### src/rtl/bmp_stream_parser.sv
// Parses a 24-bit uncompressed BMP byte stream into header fields and {R,G,B}
// pixels tagged with file row/column and linear address.
module bmp_stream_parser #(
  parameter int MAX_W  = 640,
  parameter int MAX_H  = 480,
  parameter int ADDR_W = 19
) (
  input  logic              Clk,
  input  logic              Reset_n,
  input  logic              Frame_Start,
  input  logic [7:0]        Byte_In,
  input  logic              Byte_Valid,
  output logic [15:0]       Img_Width,
  output logic [15:0]       Img_Height,
  output logic              Hdr_Valid,
  output logic [23:0]       Pix_Data,
  output logic [15:0]       Pix_Row,
  output logic [15:0]       Pix_Col,
  output logic [ADDR_W-1:0] Pix_Addr,
  output logic              Pix_Valid,
  output logic              Frame_Done,
  output logic              Err,
  output logic [1:0]        Err_Code,
  output logic [2:0]        Dbg_State
);

  // Byte_Valid is a one-cycle strobe with no back-pressure: every strobe is
  // consumed in the cycle it arrives, so consecutive strobes are all taken.
  typedef enum logic [2:0] {
    S_IDLE, S_HEADER, S_SKIP, S_PIXEL, S_PAD, S_DONE, S_ERROR
  } state_t;

  state_t r_state, w_st, w_next;

  logic [15:0]       r_byte_idx, r_offset, r_col, r_row;
  logic [7:0]        r_bpp_lo, r_b, r_g;
  logic [1:0]        r_lane, r_pad_cnt;
  logic [ADDR_W-1:0] r_addr;

  logic [15:0] w_idx;
  logic [1:0]  w_err_code;
  logic        w_hdr_byte, w_pix_byte, w_pad_byte, w_accept;
  logic        w_emit, w_row_end, w_last_row, w_err, w_hdr_ok, w_dim_bad;

  assign Dbg_State = r_state;

  // Frame_Start behaves as if the parser were already in HEADER at byte 0, so a
  // coincident byte is parsed as the first byte of the new file.
  always_comb begin
    w_st       = Frame_Start ? S_HEADER : r_state;
    w_idx      = Frame_Start ? 16'd0 : r_byte_idx;
    w_hdr_byte = Byte_Valid && (w_st == S_HEADER);
    w_pix_byte = Byte_Valid && ((w_st == S_PIXEL) ||
                                ((w_st == S_SKIP) && (w_idx == r_offset)));
    w_pad_byte = Byte_Valid && (w_st == S_PAD);
    w_accept   = Byte_Valid && ((w_st == S_HEADER) || (w_st == S_SKIP) ||
                                (w_st == S_PIXEL) || (w_st == S_PAD));
    w_emit     = w_pix_byte && (r_lane == 2'd2);
    w_row_end  = w_emit && (r_col == Img_Width - 16'd1);
    w_last_row = (r_row == Img_Height - 16'd1);
    w_dim_bad  = (Img_Width == 16'd0) || (Img_Width > 16'(MAX_W)) ||
                 (Img_Height == 16'd0) || (Img_Height > 16'(MAX_H)) ||
                 (r_offset < 16'd54);

    w_err_code = 2'd0;
    if (w_hdr_byte) begin
      case (w_idx)
        16'd0:  if (Byte_In != 8'h42) w_err_code = 2'd1;
        16'd1:  if (Byte_In != 8'h4D) w_err_code = 2'd1;
        16'd12, 16'd13, 16'd20, 16'd21, 16'd24, 16'd25:
                if (Byte_In != 8'h00) w_err_code = 2'd3;
        16'd29: if ({Byte_In, r_bpp_lo} != 16'd24) w_err_code = 2'd2;
                else if (w_dim_bad)                w_err_code = 2'd3;
        default: ;
      endcase
    end
    w_err    = (w_err_code != 2'd0);
    w_hdr_ok = w_hdr_byte && (w_idx == 16'd29) && !w_err;

    w_next = w_st;
    case (w_st)
      S_HEADER: if (w_err) w_next = S_ERROR;
                else if (w_hdr_ok) w_next = S_SKIP;
      S_SKIP:   if (w_pix_byte) w_next = S_PIXEL;
      S_PIXEL:  if (w_row_end) begin
                  if (Img_Width[1:0] != 2'd0) w_next = S_PAD;
                  else if (w_last_row)        w_next = S_DONE;
                end
      // Row has already advanced when padding is consumed.
      S_PAD:    if (w_pad_byte && (r_pad_cnt == 2'd1))
                  w_next = (r_row == Img_Height) ? S_DONE : S_PIXEL;
      default: ;
    endcase
  end

  always_ff @(posedge Clk or negedge Reset_n) begin
    if (!Reset_n) r_state <= S_IDLE;
    else          r_state <= w_next;
  end

  always_ff @(posedge Clk or negedge Reset_n) begin
    if (!Reset_n) begin
      r_byte_idx <= '0; r_offset <= '0; r_col <= '0; r_row <= '0;
      r_bpp_lo   <= '0; r_b <= '0; r_g <= '0; r_lane <= '0; r_pad_cnt <= '0;
      r_addr     <= '0;
      Img_Width  <= '0; Img_Height <= '0; Hdr_Valid <= 1'b0;
      Pix_Data   <= '0; Pix_Row <= '0; Pix_Col <= '0; Pix_Addr <= '0;
      Pix_Valid  <= 1'b0; Frame_Done <= 1'b0; Err <= 1'b0; Err_Code <= '0;
    end else begin
      Pix_Valid  <= 1'b0;
      Frame_Done <= (w_next == S_DONE);
      if (Frame_Start) begin
        r_byte_idx <= '0; r_offset <= '0; r_col <= '0; r_row <= '0;
        r_bpp_lo   <= '0; r_lane <= '0; r_pad_cnt <= '0; r_addr <= '0;
        Img_Width  <= '0; Img_Height <= '0; Hdr_Valid <= 1'b0;
        Err        <= 1'b0; Err_Code <= '0;
      end
      if (w_accept) r_byte_idx <= w_idx + 16'd1;
      if (w_hdr_byte) begin
        case (w_idx)
          16'd10: r_offset[7:0]    <= Byte_In;
          16'd11: r_offset[15:8]   <= Byte_In;
          16'd18: Img_Width[7:0]   <= Byte_In;
          16'd19: Img_Width[15:8]  <= Byte_In;
          16'd22: Img_Height[7:0]  <= Byte_In;
          16'd23: Img_Height[15:8] <= Byte_In;
          16'd28: r_bpp_lo         <= Byte_In;
          default: ;
        endcase
      end
      if (w_err) begin
        Err      <= 1'b1;
        Err_Code <= w_err_code;
      end
      if (w_hdr_ok) Hdr_Valid <= 1'b1;
      if (w_pix_byte) begin
        case (r_lane)
          2'd0: begin r_b <= Byte_In; r_lane <= 2'd1; end
          2'd1: begin r_g <= Byte_In; r_lane <= 2'd2; end
          default: begin
            Pix_Valid <= 1'b1;
            Pix_Data  <= {Byte_In, r_g, r_b};
            Pix_Row   <= r_row;
            Pix_Col   <= r_col;
            Pix_Addr  <= r_addr;
            r_addr    <= r_addr + ADDR_W'(1);
            r_lane    <= 2'd0;
            if (w_row_end) begin
              r_col     <= '0;
              r_row     <= r_row + 16'd1;
              r_pad_cnt <= Img_Width[1:0];
            end else begin
              r_col <= r_col + 16'd1;
            end
          end
        endcase
      end
      if (w_pad_byte) r_pad_cnt <= r_pad_cnt - 2'd1;
    end
  end

endmodule
### config.mk
export PLATFORM = sky130hd
export DESIGN_NAME = bmp_stream_parser
export DESIGN_NICKNAME = d
export VERILOG_FILES = /design/src/rtl/bmp_stream_parser.sv
export SDC_FILE = /design/constraint.sdc
export NUM_CORES = 1
export LEC_CHECK = 0
export ABC_CLOCK_PERIOD_IN_PS = 2700
export CAP_MARGIN = 5
export CORE_MARGIN = 10
export CORE_UTILIZATION = 52
export CTS_BUF_LIST = sky130_fd_sc_hd__clkbuf_4 sky130_fd_sc_hd__clkbuf_8 sky130_fd_sc_hd__clkbuf_16
export DETAILED_ROUTE_END_ITERATION = 10
export PLACE_DENSITY = 0.77
export SKIP_CTS_REPAIR_TIMING = 1
export SLEW_MARGIN = 20
export SYNTH_ARGS = -nofsm -noshare
export SYNTH_HDL_FRONTEND = slang
export SYNTH_SLANG_ARGS = --single-unit
### constraint.sdc
create_clock -name Clk -period 2.7 [get_ports Clk]
set_input_delay 0.54 -clock Clk [delete_from_list [all_inputs] [get_ports Clk]]
set_output_delay 0.54 -clock Clk [all_outputs]
set_load 0.01 [all_outputs]
==> impl_metrics.py, run 1 <==
metrics = {
    "grt": {
        "antenna_found_initial": 0,
        "grt_pass1_vias": 10400,
        "grt_util_all_layers_pct": 23.0,
        "grt_remaining_overflow": 0,
        "grt_max_degree": 70,
        "grt_pass1_wl_um": 54600,
    },
    "timing": {
        "setup_slack_ns": -0.210,
        "setup_viol": 59,
        "worst_clock_skew_ns": 0.0117,
        "hold_viol": 0,
        "timing.hold.ws_ns": 0.470,
        "maxSlewHeadroom_pct": 49.8,
        "period_share_pct": 108,
        "worst_pin_slew_ns": 0.753,
        "drv_slew": 0,
        "timing.fmax_ghz": 0.344,
        "rsz0062_at_grt": "true",
        "fin_tns_setup_ns": -4.53,
        "finalCriticalPeriod_ns": 2.91,
    },
    "floorplan": {
        "fp.dieW_um": 170,
        "core_area_um2": 22000,
        "io_pins": 128,
        "start_util_pct": 53.1,
        "core.rowCount": 54,
        "die_h_um": 170,
        "die_area_um2": 28800,
    },
    "critical_path": {
        "slowest_delay_ns": 0.57,
        "worstPathArrival_ns": 3.37,
        "cp-start-kind": "flop",
        "worst-path-max-fanout": 5,
        "cp.required_ns": 3.16,
        "critPathBufInv": 3,
        "end_kind": "flop",
        "cp_common_cell": "nor3_4",
        "worst_path_max_delay_cell": "or4_4",
        "path_delay_family": "simple AND/OR/NAND/NOR gates",
        "critPathKind": "reg -> reg",
        "crit_chain": "or4_4, buf_6, nor3_4, mux2_4, o21ai_4, a21boi_4, nand3b_4, buf_12, clkbuf_16, nor3_4, mux2i_1",
    },
    "cts": {
        "clockBufferDepth": 3,
        "insertion_delay_ns": 0.55,
        "cts_buffers": 25,
        "htree_levels": 1,
        "clock_sinks": 227,
        "clkTransAtPathRegs_ns": 0.06,
        "root_buffer": "clkbuf_16",
        "cts_tree": "built",
    },
    "finish": {
        "drive_gt1_share_pct": 22.8,
        "layout_commonest_cell": "nand2_1",
        "syn_to_final_growth_pct": 39.9,
        "regArea_um2": 5680,
        "num_antenna_cells": 0,
        "design_area_um2": 16300,
        "fin_nets": 1596,
        "multi_input_area_um2": 6220,
        "fill_cells": 1470,
        "final_cell_mix": "395 x nand2_1, 227 x dfrtp_1, 141 x buf_4",
    },
    "power": {
        "power_density_nw_per_um2": 518,
        "pwr-share-clk_pct": 43.8,
        "internal_power_mw": 6.30,
        "power_frac_seq_pct": 43.5,
        "power_frac_comb_pct": 12.8,
        "p_switching_mw": 2.14,
        "irDropWorstVdd_mv": 0.405,
        "netSwitchingFraction_pct": 25.4,
        "leakagePower_nw": 7.82,
    },
    "placement": {
        "port_buffers": 127,
        "post_dp_cell_area_um2": 14600,
        "place_congestion": 0.918,
        "dp_hpwl_um": 23500,
    },
    "yosys": {
        "synth-main-ff-cell": "dfrtp_1",
        "synth_top_area_share_pct": 48.7,
        "synth.yosys.warnings": 0,
        "async_flop_share_pct": 100,
        "synth_top_cell_by_area": "dfrtp_1",
        "ys_seq_area_share_pct": 48.7,
        "syn-instance-count": 1326,
        "avgSynthCellArea_um2": 8.80,
        "synth_fp_nets": 1350,
        "ys_types": 73,
        "synth_edf_count": 0,
        "ys_seq_elements": 227,
        "syn-cell-area_um2": 11700,
        "yosys-top-cells-area": "dfrtp_1 49%, nand2_1 13%, o21ai_0 3.3%",
    },
    "route": {
        "drtPass1Iterations": 5,
        "final_antenna_net_count": 0,
        "drc_errors": 0,
        "viasPerCell": 5.80,
        "num_vias": 10800,
        "wl_um": 36400,
        "wl_per_cell_um": 19.4,
        "drt-initial-drc-count": 1010,
    },
    "job": {
        "drv_cap": 0,
    },
    "status": {
        "violations": "setup timing",
        "status": "complete, but fails checks",
    },
    "min_path": {
        "hp-class": "reg -> reg",
    },
}
==> logic make-up after synthesis <==
group / share of synthesized area [%]
buffers and inverters: 3.94
AOI/OAI and AO/OA: 9.36
DFF: 48.7
muxes: 4.77
adders and majority gates: 1.29
xor gates and xnor gates: 5.33
and+or+nand+nor: 26.6
==> tightest hold or removal path, stage by stage, from the launching register on <==
cell	delay, ns
dfrtp_1	0.34
nand2_1	0.05
nand2_1	0.05
==> metrics by stage <==
step / total power [mW] / setup WS (ns) / util, % / instances
detailed placement: 4.73 / -0.647 / 66.5 / 1797
CTS: 8.40 / -0.263 / 70.5 / 1843
global placement: 4.70 / -0.656 / 66.5 / 1797
floorplan: 4.17 / -0.207 / - / 1326
global route: 8.73 / -0.353 / 74.3 / 1871
finish: 8.45 / -0.210 / 74.3 / 1871
==> metal layers <==
metal / GRT usage, % / part of all wire (%)
met4: 8.05 / 3.0
met2: 38.2 / 49
met1: 29.6 / 41
met5: 0 / 0
met3: 3.98 / 7.2
==> state kept, by name, indices dropped and copies added (netlist names), 3 cells and up <==
name / count
Dbg_State: 3
Img_Height: 16
Img_Width: 16
Pix_Addr: 19
Pix_Col: 16
Pix_Data: 24
Pix_Row: 16
r_addr: 19
r_b: 8
r_bpp_lo: 8
r_byte_idx: 16
r_col: 16
r_g: 8
r_offset: 16
r_row: 16
==> Yosys cell counts (5+ instances only) <==
library cell,count
nand2_1,397
and3_1,28
nand4_1,21
xnor2_1,40
inv_1,26
mux2_2,21
mux2i_1,32
or4_1,14
nor4_1,25
nor3_1,30
nand3_1,37
and2_1,5
clkbuf_1,77
nor2_1,49
o211ai_1,7
a211oi_1,7
dfrtp_1,227
nor2b_1,9
or2_2,5
a31oi_1,13
o21ai_0,77
xor2_1,31
a21o_1,9
buf_1,7
ha_1,12
a21oi_1,24
nand2b_1,17
==> final cells by class <==
type	instances	share of cell area [%]
multi-input cells	982	38.1
flip-flops and latches	227	34.8
repair buffers	309	18.8
clock buffers	31	4.22
well taps	280	2.15
clock inverters	15	1.26
inverters	27	0.667
==> power by group through the flow <==
stage	sequential [mW]	clock [mW]	combinational, mW
after global placement	3.72	0	0.985
after global routing	3.69	3.88	1.16
after CTS	3.67	3.72	1.02
after floorplan	3.74	0	0.435
after detailed placement	3.72	0	1.01
final	3.67	3.70	1.08
==> worst paths after layout <==
| check | cells after the start | start | slack (ns) | endpoint |
|---|---|---|---|---|
| max in group asynchronous | 3 | Reset_n | 1.39 | Pix_Addr[17]$_DFFE_PN0P_ |
| setup / recovery | 11 | Img_Width[4]$_DFF_PN0_ | -0.21 | r_row[9]$_DFF_PN0_ |
| setup reg to reg | 11 | Img_Width[4]$_DFF_PN0_ | -0.21 | r_row[9]$_DFF_PN0_ |
| min in group asynchronous | 2 | Reset_n | 0.53 | Pix_Row[4]$_DFFE_PN0P_ |
| hold reg to reg | 2 | r_b[7]$_DFFE_PN0P_ | 0.47 | Pix_Data[7]$_DFFE_PN0P_ |
| hold / removal | 2 | r_b[7]$_DFFE_PN0P_ | 0.47 | Pix_Data[7]$_DFFE_PN0P_ |
No activity file was read; power rests on OpenSTA's default activity.
==> run 2, diff against run 1 <==
- MAX_ROUTING_LAYER: not set -> met4
==> run 2 against run 1 <==
  * The run ends with hold timing, setup timing left
  * Critical path depth decreased by 3
  * Total power decreased by 1.5%
  * Clock skew increased by 0.0038 ns
  * Sequential power about the same
  * Combinational power increased by 4%
  * Highest routed layer unchanged
  * Sequential share of layout area increased by 0.54 points
  * Clock-buffer cell count increased by 8
  * Cell count decreased by 0.86%
  * Global-route usage increased by 1.2 points
  * Maximum frequency decreased by 1.9%
  * Design area decreased by 1.5%
  * Routed wire length decreased by 1.4%
==> impl_metrics.py, run 2 (synthesized netlist as in run 1, its figures left out) <==
metrics = {
    "status": {
        "status": "complete, but fails checks",
        "violations": "hold timing, setup timing",
    },
    "finish": {
        "fill_cells": 1529,
        "largest_register_ffs": 24,
        "num_antenna_cells": 0,
        "layout_commonest_cell": "nand2_1",
        "fin_util_pct": 73.2,
        "drive_gt1_share_pct": 21.2,
        "top_regs": "Pix_Data (24), Pix_Addr (19), r_addr (19)",
        "multi_input_area_um2": 6190,
        "fin_nets": 1583,
        "syn_to_final_growth_pct": 37.8,
        "final_cell_mix": "395 x nand2_1, 227 x dfrtp_1, 136 x buf_4",
        "regMostFlops": "Pix_Data",
        "regArea_um2": 5680,
    },
    "floorplan": {
        "core_area_um2": 22000,
        "core.rowCount": 54,
        "fp.dieW_um": 170,
        "die_h_um": 170,
        "die_area_um2": 28800,
        "io_pins": 128,
        "start_util_pct": 53.1,
    },
    "cts": {
        "root_buffer": "clkbuf_16",
        "cts_buffers": 25,
        "clock_sinks": 227,
        "htree_levels": 1,
        "insertion_delay_ns": 0.53,
        "clkTransAtPathRegs_ns": 0.06,
        "cts_tree": "built",
        "clockBufferDepth": 3,
    },
    "grt": {
        "grt_pass1_vias": 10600,
        "antenna_found_initial": 0,
        "grt_util_all_layers_pct": 24.2,
        "grt_max_degree": 69,
        "grt_remaining_overflow": 0,
        "grt_pass1_wl_um": 55400,
    },
    "critical_path": {
        "worst-path-max-fanout": 4,
        "crit_start": "Img_Width[3]$_DFF_PN0_",
        "cp.required_ns": 3.12,
        "critPathKind": "reg -> reg",
        "cp-start-kind": "flop",
        "worstReg2RegStart": "Img_Width[3]$_DFF_PN0_",
        "end_kind": "flop",
        "worstPathArrival_ns": 3.38,
    },
    "timing": {
        "drv_slew": 0,
        "rsz0062_at_grt": "true",
        "maxSlewHeadroom_pct": 60.5,
        "timing.hold.ws_ns": -0.0280,
        "worst_clock_skew_ns": 0.0155,
        "finalCriticalPeriod_ns": 2.97,
        "hold_viol": 25,
        "period_share_pct": 110,
        "timing.fmax_ghz": 0.337,
        "fin_tns_setup_ns": -7.86,
        "worst_pin_slew_ns": 0.593,
        "setup_slack_ns": -0.265,
        "setup_viol": 53,
    },
    "min_path": {
        "hp-class": "in -> async",
    },
    "placement": {
        "place_congestion": 0.960,
        "dp_slack_ns": -0.818,
        "port_buffers": 127,
        "dp_hpwl_um": 23900,
    },
    "route": {
        "drt-initial-drc-count": 823,
        "wl_um": 35900,
        "drc_errors": 0,
        "drtPass1Iterations": 5,
        "viasPerCell": 5.80,
        "final_antenna_net_count": 0,
        "num_vias": 10800,
        "wl_per_cell_um": 19.3,
    },
    "power": {
        "leakagePower_nw": 7.69,
        "total_power_mw": 8.32,
        "irDropWorstVdd_mv": 0.513,
        "power_density_nw_per_um2": 518,
    },
    "job": {
        "drv_cap": 0,
    },
}
run 2: path summary, 6_finish.rpt:
kind | end | slack, ns | cells after the start
setup reg to reg | Frame_Done$_DFF_PN0_ | -0.27 | 8
max in group asynchronous | Pix_Addr[3]$_DFFE_PN0P_ | 1.91 | 2
setup / recovery | Frame_Done$_DFF_PN0_ | -0.27 | 8
min in group Clk | Pix_Data[9]$_DFFE_PN0P_ | 0.47 | 2
hold reg to reg | Pix_Data[9]$_DFFE_PN0P_ | 0.47 | 2
hold / removal | Img_Height[3]$_DFF_PN0_ | -0.03 | 1
run 2: cell type report:
type / count / area share [%]
clock inverters: 4 / 0.498
multi-input cells: 982 / 38.5
repair buffers: 296 / 18.1
clock buffers: 39 / 4.78
inverters: 27 / 0.662
flip-flops and latches: 227 / 35.3
well taps: 280 / 2.18
run 2: through the flow:
step                      std cells  cell area, um2
final                          1855           16100
after global routing           1855           16100
after CTS                      1840           15500
after detailed placement       1797           14600
after global placement         1797           14600
after floorplan                1326           12100
run 2: where the power goes:
group | leakage (nW) | switching, mW | internal (mW) | total (mW)
logic | 4.12 | 0.548 | 0.568 | 1.12
clock network | 0.427 | 1.38 | 2.14 | 3.53
registers | 3.14 | 0.119 | 3.56 | 3.68
total | 7.69 | 2.05 | 6.27 | 8.32
run 2: layer usage:
layer	wire length, um	vias to the layer above	GRT usage, %	share of wire, %
met4	1060	0	7.86	3.0
met5	0	-	-	0
met1	15200	5337	30.6	42
met3	2090	85	4.30	5.8
met2	17500	346	38.8	49
li1	-	4999	-	-
run 2: critical path, stage by stage, from the launching register on:
cell and delay (ns):
dfrtp_1 0.38, or4_4 0.59, nor4_4 0.38, mux2i_1 0.13, or3b_4 0.45, a211oi_4 0.28
nand4b_1 0.18, a211o_1 0.30, and3_1 0.17
==> run 3, diff against run 2 <==
- CTS_BUF_LIST: sky130_fd_sc_hd__clkbuf_4 sky130_fd_sc_hd__clkbuf_8 sky130_fd_sc_hd__clkbuf_16 -> sky130_fd_sc_hd__clkbuf_8 sky130_fd_sc_hd__clkbuf_16
==> run 3 against run 2 <==
  * The run still ends with hold timing, setup timing left
  * Die area is the same
  * First-iteration DRC count grew 10%
  * Flip-flop and latch count is the same
  * Sequential share of layout area grew 0.066 points
  * Hold slack gained 0.0021 ns
  * Cell count is the same
  * Sequential power is essentially flat
  * Routed wire length shrank 0.62%
  * Non-clock buffer count is the same
  * Combinational power is essentially flat
  * Critical path depth grew 2
==> impl_metrics.py, run 3 (synthesized netlist as in run 1, its figures left out) <==
metrics = {
    "placement": {
        "post_dp_cell_area_um2": 14600,
        "dp_hpwl_um": 23900,
        "dp_cells": 1797,
        "place_congestion": 0.960,
        "port_buffers": 127,
    },
    "floorplan": {
        "io_pins": 128,
        "die_area_um2": 28800,
        "fp.dieW_um": 170,
        "start_util_pct": 53.1,
        "die_h_um": 170,
        "core.rowCount": 54,
        "core_area_um2": 22000,
    },
    "route": {
        "wl_per_cell_um": 19.2,
        "drt-initial-drc-count": 905,
        "final_antenna_net_count": 0,
        "drc_errors": 0,
        "wl_um": 35600,
        "num_vias": 10700,
        "drtPass1Iterations": 6,
        "viasPerCell": 5.78,
    },
    "critical_path": {
        "critPathBufInv": 3,
        "slowest_delay_ns": 0.56,
        "cp_common_cell": "buf_4",
        "worst_path_max_delay_cell": "or4_4",
        "cp.required_ns": 3.14,
        "worst-path-max-fanout": 14,
        "critPathKind": "reg -> reg",
        "path_delay_family": "simple AND/OR/NAND/NOR gates",
        "end_kind": "flop",
        "worstPathArrival_ns": 3.41,
        "cp-start-kind": "flop",
        "crit_chain": "or4_4, buf_4, or4_1, a32oi_1, o21ai_1, buf_4, a21oi_4, clkbuf_16, nand2b_1, a31oi_1",
    },
    "cts": {
        "root_buffer": "clkbuf_16",
        "cts_tree": "built",
        "clock_sinks": 227,
        "insertion_delay_ns": 0.53,
        "clockBufferDepth": 3,
        "clkTransAtPathRegs_ns": 0.06,
        "htree_levels": 1,
        "cts_buffers": 25,
    },
    "finish": {
        "syn_to_final_growth_pct": 37.5,
        "largest_register_ffs": 24,
        "fin_nets": 1583,
        "regArea_um2": 5680,
        "design_area_um2": 16000,
        "layout_commonest_cell": "nand2_1",
        "fin_util_pct": 73.1,
        "final_cell_mix": "395 x nand2_1, 227 x dfrtp_1, 136 x buf_4",
        "fill_cells": 1537,
        "instances_no_fill": 1855,
        "regMostFlops": "Pix_Data",
        "drive_gt1_share_pct": 20.7,
        "top_regs": "Pix_Data (24), Pix_Addr (19), r_addr (19)",
        "num_antenna_cells": 0,
        "multi_input_area_um2": 6190,
    },
    "timing": {
        "drv_slew": 0,
        "setup_viol": 54,
        "timing.hold.ws_ns": -0.0259,
        "worst_clock_skew_ns": 0.0116,
        "timing.fmax_ghz": 0.336,
        "setup_slack_ns": -0.272,
        "finalCriticalPeriod_ns": 2.97,
        "rsz0062_at_grt": "true",
        "maxSlewHeadroom_pct": 60.9,
        "hold_viol": 22,
        "period_share_pct": 110,
        "worst_pin_slew_ns": 0.581,
    },
    "power": {
        "power_frac_seq_pct": 44.9,
        "internal_power_mw": 6.16,
        "netSwitchingFraction_pct": 24.8,
        "leakagePower_nw": 7.69,
        "pwr-share-clk_pct": 41.5,
        "irDropWorstVdd_mv": 0.539,
        "total_power_mw": 8.19,
        "power_density_nw_per_um2": 511,
        "power_frac_comb_pct": 13.6,
        "p_switching_mw": 2.03,
    },
    "status": {
        "status": "complete, but fails checks",
        "violations": "hold timing, setup timing",
    },
    "grt": {
        "grt_pass1_vias": 10600,
        "grt_remaining_overflow": 0,
        "grt_util_all_layers_pct": 24.2,
        "grt_pass1_wl_um": 55400,
        "antenna_found_initial": 0,
        "grt_max_degree": 69,
    },
    "job": {
        "drv_cap": 0,
    },
    "min_path": {
        "hp-class": "in -> async",
    },
}
==> run 3: power groups by stage <==
stage	sequential (mW)	clock (mW)	combinational [mW]
after global placement	3.72	0	0.992
final	3.68	3.40	1.11
after floorplan	3.74	0	0.435
after CTS	3.67	3.45	1.02
after detailed placement	3.72	0	1.02
after global routing	3.69	3.59	1.20
==> run 3: final timing paths <==
path | start | endpoint | slack, ns | cells after the start
worst max-delay path | Img_Width[4]$_DFF_PN0_ | r_col[10]$_DFF_PN0_ | -0.27 | 10
worst min-delay path | Reset_n | Img_Height[3]$_DFF_PN0_ | -0.03 | 1
worst max register to register | Img_Width[4]$_DFF_PN0_ | r_col[10]$_DFF_PN0_ | -0.27 | 10
worst min register to register | r_b[3]$_DFFE_PN0P_ | Pix_Data[3]$_DFFE_PN0P_ | 0.47 | 2
max in group asynchronous | Reset_n | Pix_Data[15]$_DFFE_PN0P_ | 1.92 | 2
min in group Clk | r_b[3]$_DFFE_PN0P_ | Pix_Data[3]$_DFFE_PN0P_ | 0.47 | 2
==> run 3: layer usage <==
layer	track usage, %	share of wire [%]	up-vias
li1	-	-	4998
met1	30.6	43	5318
met2	38.8	49	335
met3	4.33	5.8	79
met4	7.94	2.5	0
met5	-	0	-
==> run 3: area by class of cell <==
type / count / area share, %
flip-flops and latches: 227 / 35.4
well taps: 280 / 2.18
multi-input cells: 982 / 38.6
clock inverters: 12 / 0.686
repair buffers: 296 / 18.1
clock buffers: 31 / 4.41
inverters: 27 / 0.663
==> run 3: worst reg2reg max path, cell delays in order (launching register included) <==
cell,delay (ns)
dfrtp_1,0.38
or4_4,0.56
buf_4,0.16
or4_1,0.46
a32oi_1,0.22
o21ai_1,0.14
buf_4,0.17
a21oi_4,0.26
clkbuf_16,0.24
nand2b_1,0.07
a31oi_1,0.21
==> run 3: metrics by stage <==
step	setup WS [ns]	hold WS [ns]	setup TNS, ns
floorplan	-0.207	0.244	-3.34
global route	-0.398	-0.00720	-15.97
finish	-0.272	-0.0259	-7.92
global placement	-0.750	0.446	-92.82
detailed placement	-0.818	0.452	-93.01
CTS	-0.284	-0.0161	-11.62
